$ cat src/rtl/niosii_system_sysid_ext.sv
`default_nettype none
// ============================================================================
//  Module   : niosii_system_sysid_ext
//  Purpose  : System-identification and uptime peripheral for the Nios II
//             Avalon-MM interconnect. Returns a build ID and build timestamp,
//             and provides a free-running 2*DATA_W uptime counter with
//             coherent LO/HI snapshot reads, a scratch register and
//             control/status registers. Reads have one cycle of latency.
//
//  Ports    : clock          - sole clock, rising edge
//             reset_n        - synchronous active-low reset
//             address[2:0]   - word offset
//             read           - read request (one beat per cycle)
//             write          - write request (wins over a coincident read)
//             writedata      - write data, DATA_W bits
//             readdata       - registered read data, DATA_W bits
//             readdatavalid  - one-cycle pulse qualifying readdata
//
//  Register map (word offsets)
//             0 ID         RO   ID_VALUE
//             1 TIMESTAMP  RO   TIMESTAMP
//             2 UPTIME_LO  RO   counter low half; latches high half to shadow
//             3 UPTIME_HI  RO   shadow of counter high half
//             4 SCRATCH    RW
//             5 CTRL       RW   bit0 EN (reset 1), bit1 CLR (write-1 pulse)
//             6 STATUS     W1C  bit0 OVF (sticky)
//             7 reserved        reads 0, writes ignored
//
//  Revision : 1.0  initial release
// ============================================================================
module niosii_system_sysid_ext #(
    parameter int                 DATA_W      = 32,
    parameter logic [DATA_W-1:0]  ID_VALUE    = '0,
    parameter logic [DATA_W-1:0]  TIMESTAMP   = DATA_W'(1427240862),
    parameter logic [DATA_W-1:0]  SCRATCH_RST = '0
) (
    input  logic                clock,
    input  logic                reset_n,
    input  logic [2:0]          address,
    input  logic                read,
    input  logic                write,
    input  logic [DATA_W-1:0]   writedata,
    output logic [DATA_W-1:0]   readdata,
    output logic                readdatavalid
);

    localparam int         c_CNT_W        = 2 * DATA_W;

    localparam logic [2:0] c_ADDR_ID      = 3'd0;
    localparam logic [2:0] c_ADDR_TSTAMP  = 3'd1;
    localparam logic [2:0] c_ADDR_UP_LO   = 3'd2;
    localparam logic [2:0] c_ADDR_UP_HI   = 3'd3;
    localparam logic [2:0] c_ADDR_SCRATCH = 3'd4;
    localparam logic [2:0] c_ADDR_CTRL    = 3'd5;
    localparam logic [2:0] c_ADDR_STATUS  = 3'd6;

    // ------------------------------------------------------------------
    // State
    // ------------------------------------------------------------------
    logic [c_CNT_W-1:0] r_count;
    logic [DATA_W-1:0]  r_shadow;
    logic [DATA_W-1:0]  r_scratch;
    logic               r_en;
    logic               r_ovf;
    logic [DATA_W-1:0]  r_readdata;
    logic               r_readdatavalid;

    // ------------------------------------------------------------------
    // Access decode. A cycle with both read and write high is treated
    // purely as a write: no read response and no shadow latch.
    // ------------------------------------------------------------------
    logic               w_rd;
    logic               w_wr_scratch;
    logic               w_wr_ctrl;
    logic               w_wr_status;
    logic               w_clr;
    logic               w_ovf_w1c;
    logic               w_wrap;
    logic               w_latch_shadow;
    logic [DATA_W-1:0]  w_rd_mux;

    assign w_rd           = read & ~write;
    assign w_wr_scratch   = write & (address == c_ADDR_SCRATCH);
    assign w_wr_ctrl      = write & (address == c_ADDR_CTRL);
    assign w_wr_status    = write & (address == c_ADDR_STATUS);
    assign w_clr          = w_wr_ctrl & writedata[1];
    assign w_ovf_w1c      = w_wr_status & writedata[0];
    assign w_latch_shadow = w_rd & (address == c_ADDR_UP_LO);

    // An increment from all-ones is the only way to wrap; a CLR in the same
    // cycle takes priority over counting, so it suppresses the wrap.
    assign w_wrap = r_en & ~w_clr & (&r_count);

    // ------------------------------------------------------------------
    // Read data selection, using the register values held before this
    // edge so UPTIME_LO returns the pre-increment count.
    // ------------------------------------------------------------------
    always_comb begin
        w_rd_mux = '0;
        case (address)
            c_ADDR_ID:      w_rd_mux = ID_VALUE;
            c_ADDR_TSTAMP:  w_rd_mux = TIMESTAMP;
            c_ADDR_UP_LO:   w_rd_mux = r_count[DATA_W-1:0];
            c_ADDR_UP_HI:   w_rd_mux = r_shadow;
            c_ADDR_SCRATCH: w_rd_mux = r_scratch;
            c_ADDR_CTRL:    w_rd_mux = {{(DATA_W-1){1'b0}}, r_en};
            c_ADDR_STATUS:  w_rd_mux = {{(DATA_W-1){1'b0}}, r_ovf};
            default:        w_rd_mux = '0;
        endcase
    end

    // ------------------------------------------------------------------
    // Uptime counter: reset > CLR > enable > hold. EN is taken from the
    // register value held before the edge.
    // ------------------------------------------------------------------
    always_ff @(posedge clock) begin
        if (!reset_n) begin
            r_count <= '0;
        end else if (w_clr) begin
            r_count <= '0;
        end else if (r_en) begin
            r_count <= r_count + 1'b1;
        end
    end

    // Sticky overflow flag; a coincident set beats the W1C.
    always_ff @(posedge clock) begin
        if (!reset_n) begin
            r_ovf <= 1'b0;
        end else if (w_wrap) begin
            r_ovf <= 1'b1;
        end else if (w_ovf_w1c) begin
            r_ovf <= 1'b0;
        end
    end

    // The high half is captured on the same edge that returns the low half,
    // so the LO/HI pair is coherent however late the HI read comes.
    always_ff @(posedge clock) begin
        if (!reset_n) begin
            r_shadow <= '0;
        end else if (w_latch_shadow) begin
            r_shadow <= r_count[c_CNT_W-1:DATA_W];
        end
    end

    // ------------------------------------------------------------------
    // Writable registers
    // ------------------------------------------------------------------
    always_ff @(posedge clock) begin
        if (!reset_n) begin
            r_scratch <= SCRATCH_RST;
        end else if (w_wr_scratch) begin
            r_scratch <= writedata;
        end
    end

    always_ff @(posedge clock) begin
        if (!reset_n) begin
            r_en <= 1'b1;
        end else if (w_wr_ctrl) begin
            r_en <= writedata[0];
        end
    end

    // ------------------------------------------------------------------
    // Registered read response. readdata holds between responses.
    // ------------------------------------------------------------------
    always_ff @(posedge clock) begin
        if (!reset_n) begin
            r_readdata      <= '0;
            r_readdatavalid <= 1'b0;
        end else begin
            r_readdatavalid <= w_rd;
            if (w_rd) begin
                r_readdata <= w_rd_mux;
            end
        end
    end

    assign readdata      = r_readdata;
    assign readdatavalid = r_readdatavalid;

endmodule
`default_nettype wire

$ cat config.mk
export PLATFORM = sky130hd
export DESIGN_NAME = niosii_system_sysid_ext
export DESIGN_NICKNAME = d
export VERILOG_FILES = /design/src/rtl/niosii_system_sysid_ext.sv
export SDC_FILE = /design/constraint.sdc
export NUM_CORES = 1
export LEC_CHECK = 0
export ABC_AREA = 1
export CAP_MARGIN = 20
export CORE_UTILIZATION = 25
export DETAILED_ROUTE_END_ITERATION = 10
export GPL_TIMING_DRIVEN = 0
export PLACE_DENSITY = 0.38
export SLEW_MARGIN = 20
export SYNTH_ARGS = -nofsm -noshare
export SYNTH_HDL_FRONTEND = slang
export SYNTH_SLANG_ARGS = --single-unit
$ cat constraint.sdc
create_clock -name clock -period 1.7 [get_ports clock]
set_input_delay 0.34 -clock clock [delete_from_list [all_inputs] [get_ports clock]]
set_output_delay 0.34 -clock clock [all_outputs]
set_load 0.05 [all_outputs]
==> out/qor.yml, run 1 <==
hpwl_mm: 23.1
worstHoldStart: "write"
cp-startpoint: "readdata[27]"
utilization_pct: 32.9
cts.clk_slew.worst_paths_ns: 0.06
rows: 64
r2r_cells: 9
antenna_found_initial: 0
synth-seq-cells: 163
r2r_end: "r_count[24]"
slew_violations: 0
drc: 0
grt_pass1_wl_mm: 43.9
path_depth: 1
worstSetupEndpoint: "readdata[27]"
die_x_um: 178
drtPass1Iterations: 5
period_share_pct: 96.9
synth-compound-area-share_pct: 17.7
path_delay_family: "buffers and inverters"
p_leak_nw: 3.74
maxCapViolCount: 0
synth_xor_area_share_pct: 2.03
cp.required_ns: 1.36
synthMuxAreaShare_pct: 0
cp_slowest_cell: "dlygate4sd2_1"
setup_viol: 0
cts_tree: "done"
pin_count: 72
cts_sinks: 163
max_freq_mhz: 607
fin_nets: 1295
irDropWorstVdd_uv: 734
drive_gt1_share_pct: 16.7
synth_cell_types: 31
startpoint_type: "register"
holdWs_ns: 0.265
final_common_cell: "nand2_1"
worstSetupPathType: "register to primary output"
clockBufferDepth: 2
crit_chain: "dlygate4sd2_1"
fillers: 3406
yosysWarnings: 0
rr_startpoint: "r_count[0]"
min_path_type: "primary input to register"
fin_area_mm2: 0.0101
gp_congestion: 0.860
die_h_um: 178
syn_to_final_growth_pct: 29.7
ys_seq_area_share_pct: 42.0
cpPeakStageDelay_ns: 0.53
wl_per_cell_um: 17.6
p_per_area_mw_per_mm2: 823
finalHoldViolCount: 0
grt_pass1_vias: 7190
placed_area_mm2: 0.00896
track_usage_pct: 18.9
syn_nets: 1182
status: "complete, no violations"
multi_input_area_mm2: 0.00408
yosys.area_share.simple_pct: 29.3
portBuffers: 70
vias: 7517
core-area_mm2: 0.0306
start_util_pct: 25.4
htree_levels: 4
drt_iter0_markers: 475
ant_nets: 0
synth_top_family_by_area: "simple AND/OR/NAND/NOR gates"
cp_max_fo: 2
antennaDiodeCount: 0
rsz0062_at_grt: "yes"
cp.buffers_inverters: 1
synth_fa_ha_area_share_pct: 0.161
grt_overflow: 0
vias_per_cell: 4.52
routed_wl_mm: 29.2
synth_cells: 1142
cp_data_arrival_time_ns: 1.31
syn_area_mm2: 0.00776
die_area_mm2: 0.0318
worstSkewPairLatency_ns: 0.43
syn_area_per_cell_um2: 6.80
worstSetupEndpointType: "primary output"
worst_slew_pin_slew_ns: 0.541
final_cell_mix: "257 x nand2_1, 126 x inv_1, 121 x a21oi_1, 121 x dfxtp_1, 116 x o21ai_0"
grt_max_degree: 17
cts_made_buffers: 17
cts_root_buf: "clkbuf_16"
fin_total_pwr_mw: 8.29
relSlewSlack_pct: 64.0
register_area_mm2: 0.00333
r2r_slack_ns: 0.06
fin_skew_ns: 0.0137
period_minus_slack_ns: 1.65
-- how the worst min path moves through the flow --
| stage | slack [ns] | end | cells past startpoint |
|---|---|---|---|
| 2_1_floorplan | 0.42 | r_shadow[24] | 2 |
| 3_3_place_gp | 0.44 | r_shadow[12] | 2 |
| 3_5_place_dp | 0.44 | r_scratch[12] | 2 |
| 4_1_cts | 0.25 | r_scratch[22] | 3 |
| 5_1_grt | 0.27 | r_scratch[0] | 3 |
| 6_report | 0.26 | r_scratch[22] | 3 |
-- final cells by class --
cell class                      count  area share (%)
Multi-Input combinational cell    803            40.6
Clock inverter                      9            1.08
Sequential cell                   163            33.0
Tap cell                          396            4.92
Buffer                             45            2.42
Inverter                          131            4.89
Clock buffer                       21            4.48
Timing Repair Buffer               94            8.59
-- cell usage after synthesis --
cell	count	area [µm²]
clkbuf_1	26	97.6
nand3_1	46	230
nor3_2	1	10.0
and2_1	2	12.5
inv_2	2	7.51
a21oi_2	1	8.76
nor2_4	10	113
o21ai_0	125	626
inv_1	129	484
o21bai_1	3	22.5
nand2_2	1	6.26
o21a_1	3	22.5
xor2_1	10	87.6
dfxtp_1	163	3260
nand3b_1	2	15.0
or2_2	1	6.26
nand4_1	11	68.8
xnor2_1	8	70.1
ha_1	1	12.5
or2_0	5	31.3
a21oi_1	121	606
nor2_2	11	68.8
buf_2	19	95.1
nor2_1	138	518
nor3_1	9	45.0
o22ai_1	1	6.26
nand2_4	5	56.3
nor2_8	2	40.0
o221ai_1	9	78.8
nand3_2	2	20.0
nand2_1	275	1030
-- report_power, final --
| part | switching [mW] | internal, mW | leakage (nW) |
|---|---|---|---|
| combinational | 0.359 | 0.214 | 2.14 |
| clock | 1.62 | 2.18 | 0.261 |
| sequential | 0.0281 | 3.88 | 1.34 |
-- state kept, by name, summed over array words and instances, names as in the netlist --
register / cells
r_shadow: 32
r_scratch: 32
readdatavalid: 1
r_count: 64
readdata: 32
r_ovf: 1
r_en: 1
-- kinds of logic after synthesis --
logic type,Yosys count
and+or+nand+nor,521
buffers and inverters,176
DFF,163
adders and majority gates,1
AOI/OAI and AO/OA,263
xor gates and xnor gates,18
-- routing by layer --
layer | global-route usage [%] | part of all wire (%) | routed length, µm | vias up
met5 | 0 | 0 | 0 | -
met2 | 30.2 | 45 | 13000 | 131
met1 | 26.3 | 50 | 14800 | 3475
met4 | 5.08 | 1.6 | 455 | 0
li1 | - | - | - | 3886
met3 | 2.96 | 3.4 | 982 | 25
-- timing repair --
item | CTS | global route
buffers inserted | 13 | 11
pin swaps | 12 | 19
gates resized for setup | 107 | 93
hold buffers | 0 | 0
endpoints found under the hold margin | 0 | 0
setup endpoints to repair | 179 | 122
-- through the flow --
stage,setup WS [ns],setup TNS (ns),cells
2_1_floorplan,0.205,0,1142
3_3_place_gp,-0.907,-105.31,1608
3_5_place_dp,-0.899,-102.06,1608
4_1_cts,-0.00200,-0.00200,1651
5_1_grt,-0.0345,-0.161,1662
6_report,0.0529,0,1662
(Power assumes the default switching activity.)
==> inputs of run 2 (changes only) <==
--- a/config.mk
+++ b/config.mk
@@ -7,6 +7,7 @@
 export LEC_CHECK = 0
 export ABC_AREA = 1
 export CAP_MARGIN = 20
+export CORE_ASPECT_RATIO = 0.5
 export CORE_UTILIZATION = 25
 export DETAILED_ROUTE_END_ITERATION = 10
 export GPL_TIMING_DRIVEN = 0
==> run 2 against run 1 <==
  * Utilization is 0.65 points higher
  * Cell area increased by 1.4%
  * Clock skew shrank 0.0046 ns
  * Combinational power grew 1%
  * Cell count grew 0.12%
  * Worst hold slack got worse by 0.017 ns
  * Highest routed layer unchanged
  * Die area grew 0.13%
  * Clock power grew 15%
==> out/qor.yml, run 2 (synthesis results as in run 1) <==
cts_tree: "done"  # unchanged
hold_path_depth: 3  # unchanged
antenna_found_initial: 0  # unchanged
core-area_mm2: 0.0304  # was 0.0306 mm²
status: "complete, no violations"  # unchanged
cp_max_fo: 4  # was 2
pin_count: 72  # unchanged
final_common_cell: "nand2_1"  # unchanged
min_to: "r_scratch[25]"  # was r_scratch[22]
regMostFlops: "r_count"  # unchanged
slew_violations: 0  # unchanged
ant_nets: 0  # unchanged
fin_setup_tns_ns: 0  # unchanged
start_util_pct: 25.5  # was 25.4%
grt_pass1_wl_mm: 45.8  # was 43.9 mm
hpwl_mm: 24.0  # was 23.1 mm
cts_root_buf: "clkbuf_16"  # unchanged
drc: 0  # unchanged
irDropWorstVdd_uv: 472  # was 734 µV
maxCapViolCount: 0  # unchanged
cts.clk_slew.worst_paths_ns: 0.07  # was 0.06 ns
fillers: 3327  # was 3,406
cp.required_ns: 2.07  # was 1.36 ns
fin_nets: 1292  # was 1,295
min_path_type: "primary input to register"  # unchanged
worstSetupEndpointType: "register"  # was primary output
die_h_um: 127  # was 178 µm
setup_viol: 0  # unchanged
portBuffers: 70  # unchanged
period_share_pct: 99.2  # was 96.9%
gp_congestion: 0.902  # was 0.860
syn_to_final_growth_pct: 31.5  # was 29.7%
period_minus_slack_ns: 1.69  # was 1.65 ns
rsz0062_at_grt: "yes"  # unchanged
track_usage_pct: 19.7  # was 18.9%
setup_slack_ns: 0.0137  # was 0.0529 ns
r2r_cells: 10  # was 9
vias: 7737  # was 7,517
grt_pass1_vias: 7263  # was 7,190
fin_area_mm2: 0.0102  # was 0.0101 mm²
htree_levels: 4  # unchanged
final_cell_mix: "263 x nand2_1, 126 x inv_1, 121 x a21oi_1"  # was 257 x nand2_1, 126 x inv_1, 121 x a21oi_1, 121 x dfxtp_1, 116 x o21ai_0
worstSkewPairLatency_ns: 0.45  # was 0.43 ns
routed_wl_mm: 30.4  # was 29.2 mm
clockBufferDepth: 2  # unchanged
grt_overflow: 0  # unchanged
vias_per_cell: 4.65  # was 4.52
worst_slew_pin_slew_ns: 0.531  # was 0.541 ns
r2r_end: "r_count[24]"  # unchanged
die_x_um: 251  # was 178 µm
cts_made_buffers: 17  # unchanged
p_per_area_mw_per_mm2: 867  # was 823 mW/mm²
largest_register_ffs: 64  # unchanged
p_leak_nw: 3.66  # was 3.74 nW
r2r_slack_ns: 0.01  # was 0.06 ns
antennaDiodeCount: 0  # unchanged
rows: 45  # was 64
finalHoldViolCount: 0  # unchanged
wl_per_cell_um: 18.3  # was 17.6 µm
grt_max_degree: 17  # unchanged
worstSetupPathType: "register to register"  # was register to primary output
relSlewSlack_pct: 64.6  # was 64.0%
cp_data_arrival_time_ns: 2.06  # was 1.31 ns
fin_skew_ns: 0.00914  # was 0.0137 ns
max_freq_mhz: 593  # was 607 MHz
placed_area_mm2: 0.00896  # about the same
drtPass1Iterations: 5  # unchanged
pre_cts_ws_ns: -0.918  # was -0.899 ns
rr_startpoint: "r_count[0]"  # unchanged
cts_sinks: 163  # unchanged
startpoint_type: "register"  # unchanged
drive_gt1_share_pct: 18.5  # was 16.7%
worstHoldStart: "write"  # unchanged
holdWs_ns: 0.247  # was 0.265 ns
drt_iter0_markers: 600  # was 475
die_area_mm2: 0.0318  # about the same
==> run 2: per-stage QoR <==
step	utilization (%)	std cells	total power, mW
detailed placement	29.5	1611	4.53
global route	33.6	1664	9.18
CTS	32.6	1654	8.93
global placement	29.5	1611	4.53
finish	33.6	1664	8.84
floorplan	-	1142	4.27
==> run 2: worst max path at each step <==
stage,start,cells past startpoint,slack [ns],endpoint
after floorplan,r_count[0],10,0.20,r_count[62]
after global placement,address[0],6,-0.97,r_shadow[23]
after detailed placement,address[0],6,-0.92,r_shadow[22]
after CTS,r_count[0],10,-0.007,r_count[24]
after global routing,r_count[15],8,-0.06,r_count[24]
final,r_count[0],10,0.01,r_count[24]
==> run 2: per-layer routing <==
layer | vias to the layer above | wire length, µm | share of wire, % | global-route usage [%]
met3 | 13 | 1250 | 4.1 | 3.37
li1 | 3895 | - | - | -
met4 | 0 | 248 | 0.82 | 3.98
met2 | 138 | 12200 | 40 | 28.0
met1 | 3691 | 16600 | 55 | 30.4
met5 | - | 0 | 0 | 0
==> run 2: layout make-up <==
| type | instances | area [µm²] | area share, % |
|---|---|---|---|
| multi-input cells | 803 | 4120 | 40.4 |
| flip-flops and latches | 163 | 3340 | 32.8 |
| repair buffers | 91 | 840 | 8.23 |
| well taps | 399 | 499 | 4.89 |
| inverters | 131 | 492 | 4.82 |
| clock buffers | 21 | 480 | 4.71 |
| plain buffers | 45 | 251 | 2.47 |
| clock inverters | 11 | 173 | 1.69 |
==> run 2: report_power, final <==
| group | internal [mW] | total (mW) | switching (mW) |
|---|---|---|---|
| Sequential | 3.87 | 3.90 | 0.0280 |
| Combinational | 0.209 | 0.579 | 0.370 |
| Clock | 2.62 | 4.37 | 1.74 |
==> run 2: repair_timing <==
item                       in CTS  in global routing
gates resized for setup       138                119
setup endpoints to repair     189                145
buffers inserted               11                 10
pin swaps                      13                 22
hold buffers                    0                  0
==> run 2: critical path: stages, from the launching register on <==
cell,delay [ns]
dfxtp_4,0.36
ha_4,0.13
nand2_4,0.05
nor2_4,0.13
buf_12,0.14
nand2_8,0.06
nor2_4,0.18
buf_6,0.14
nand3_2,0.05
or2_0,0.22
a21oi_1,0.13
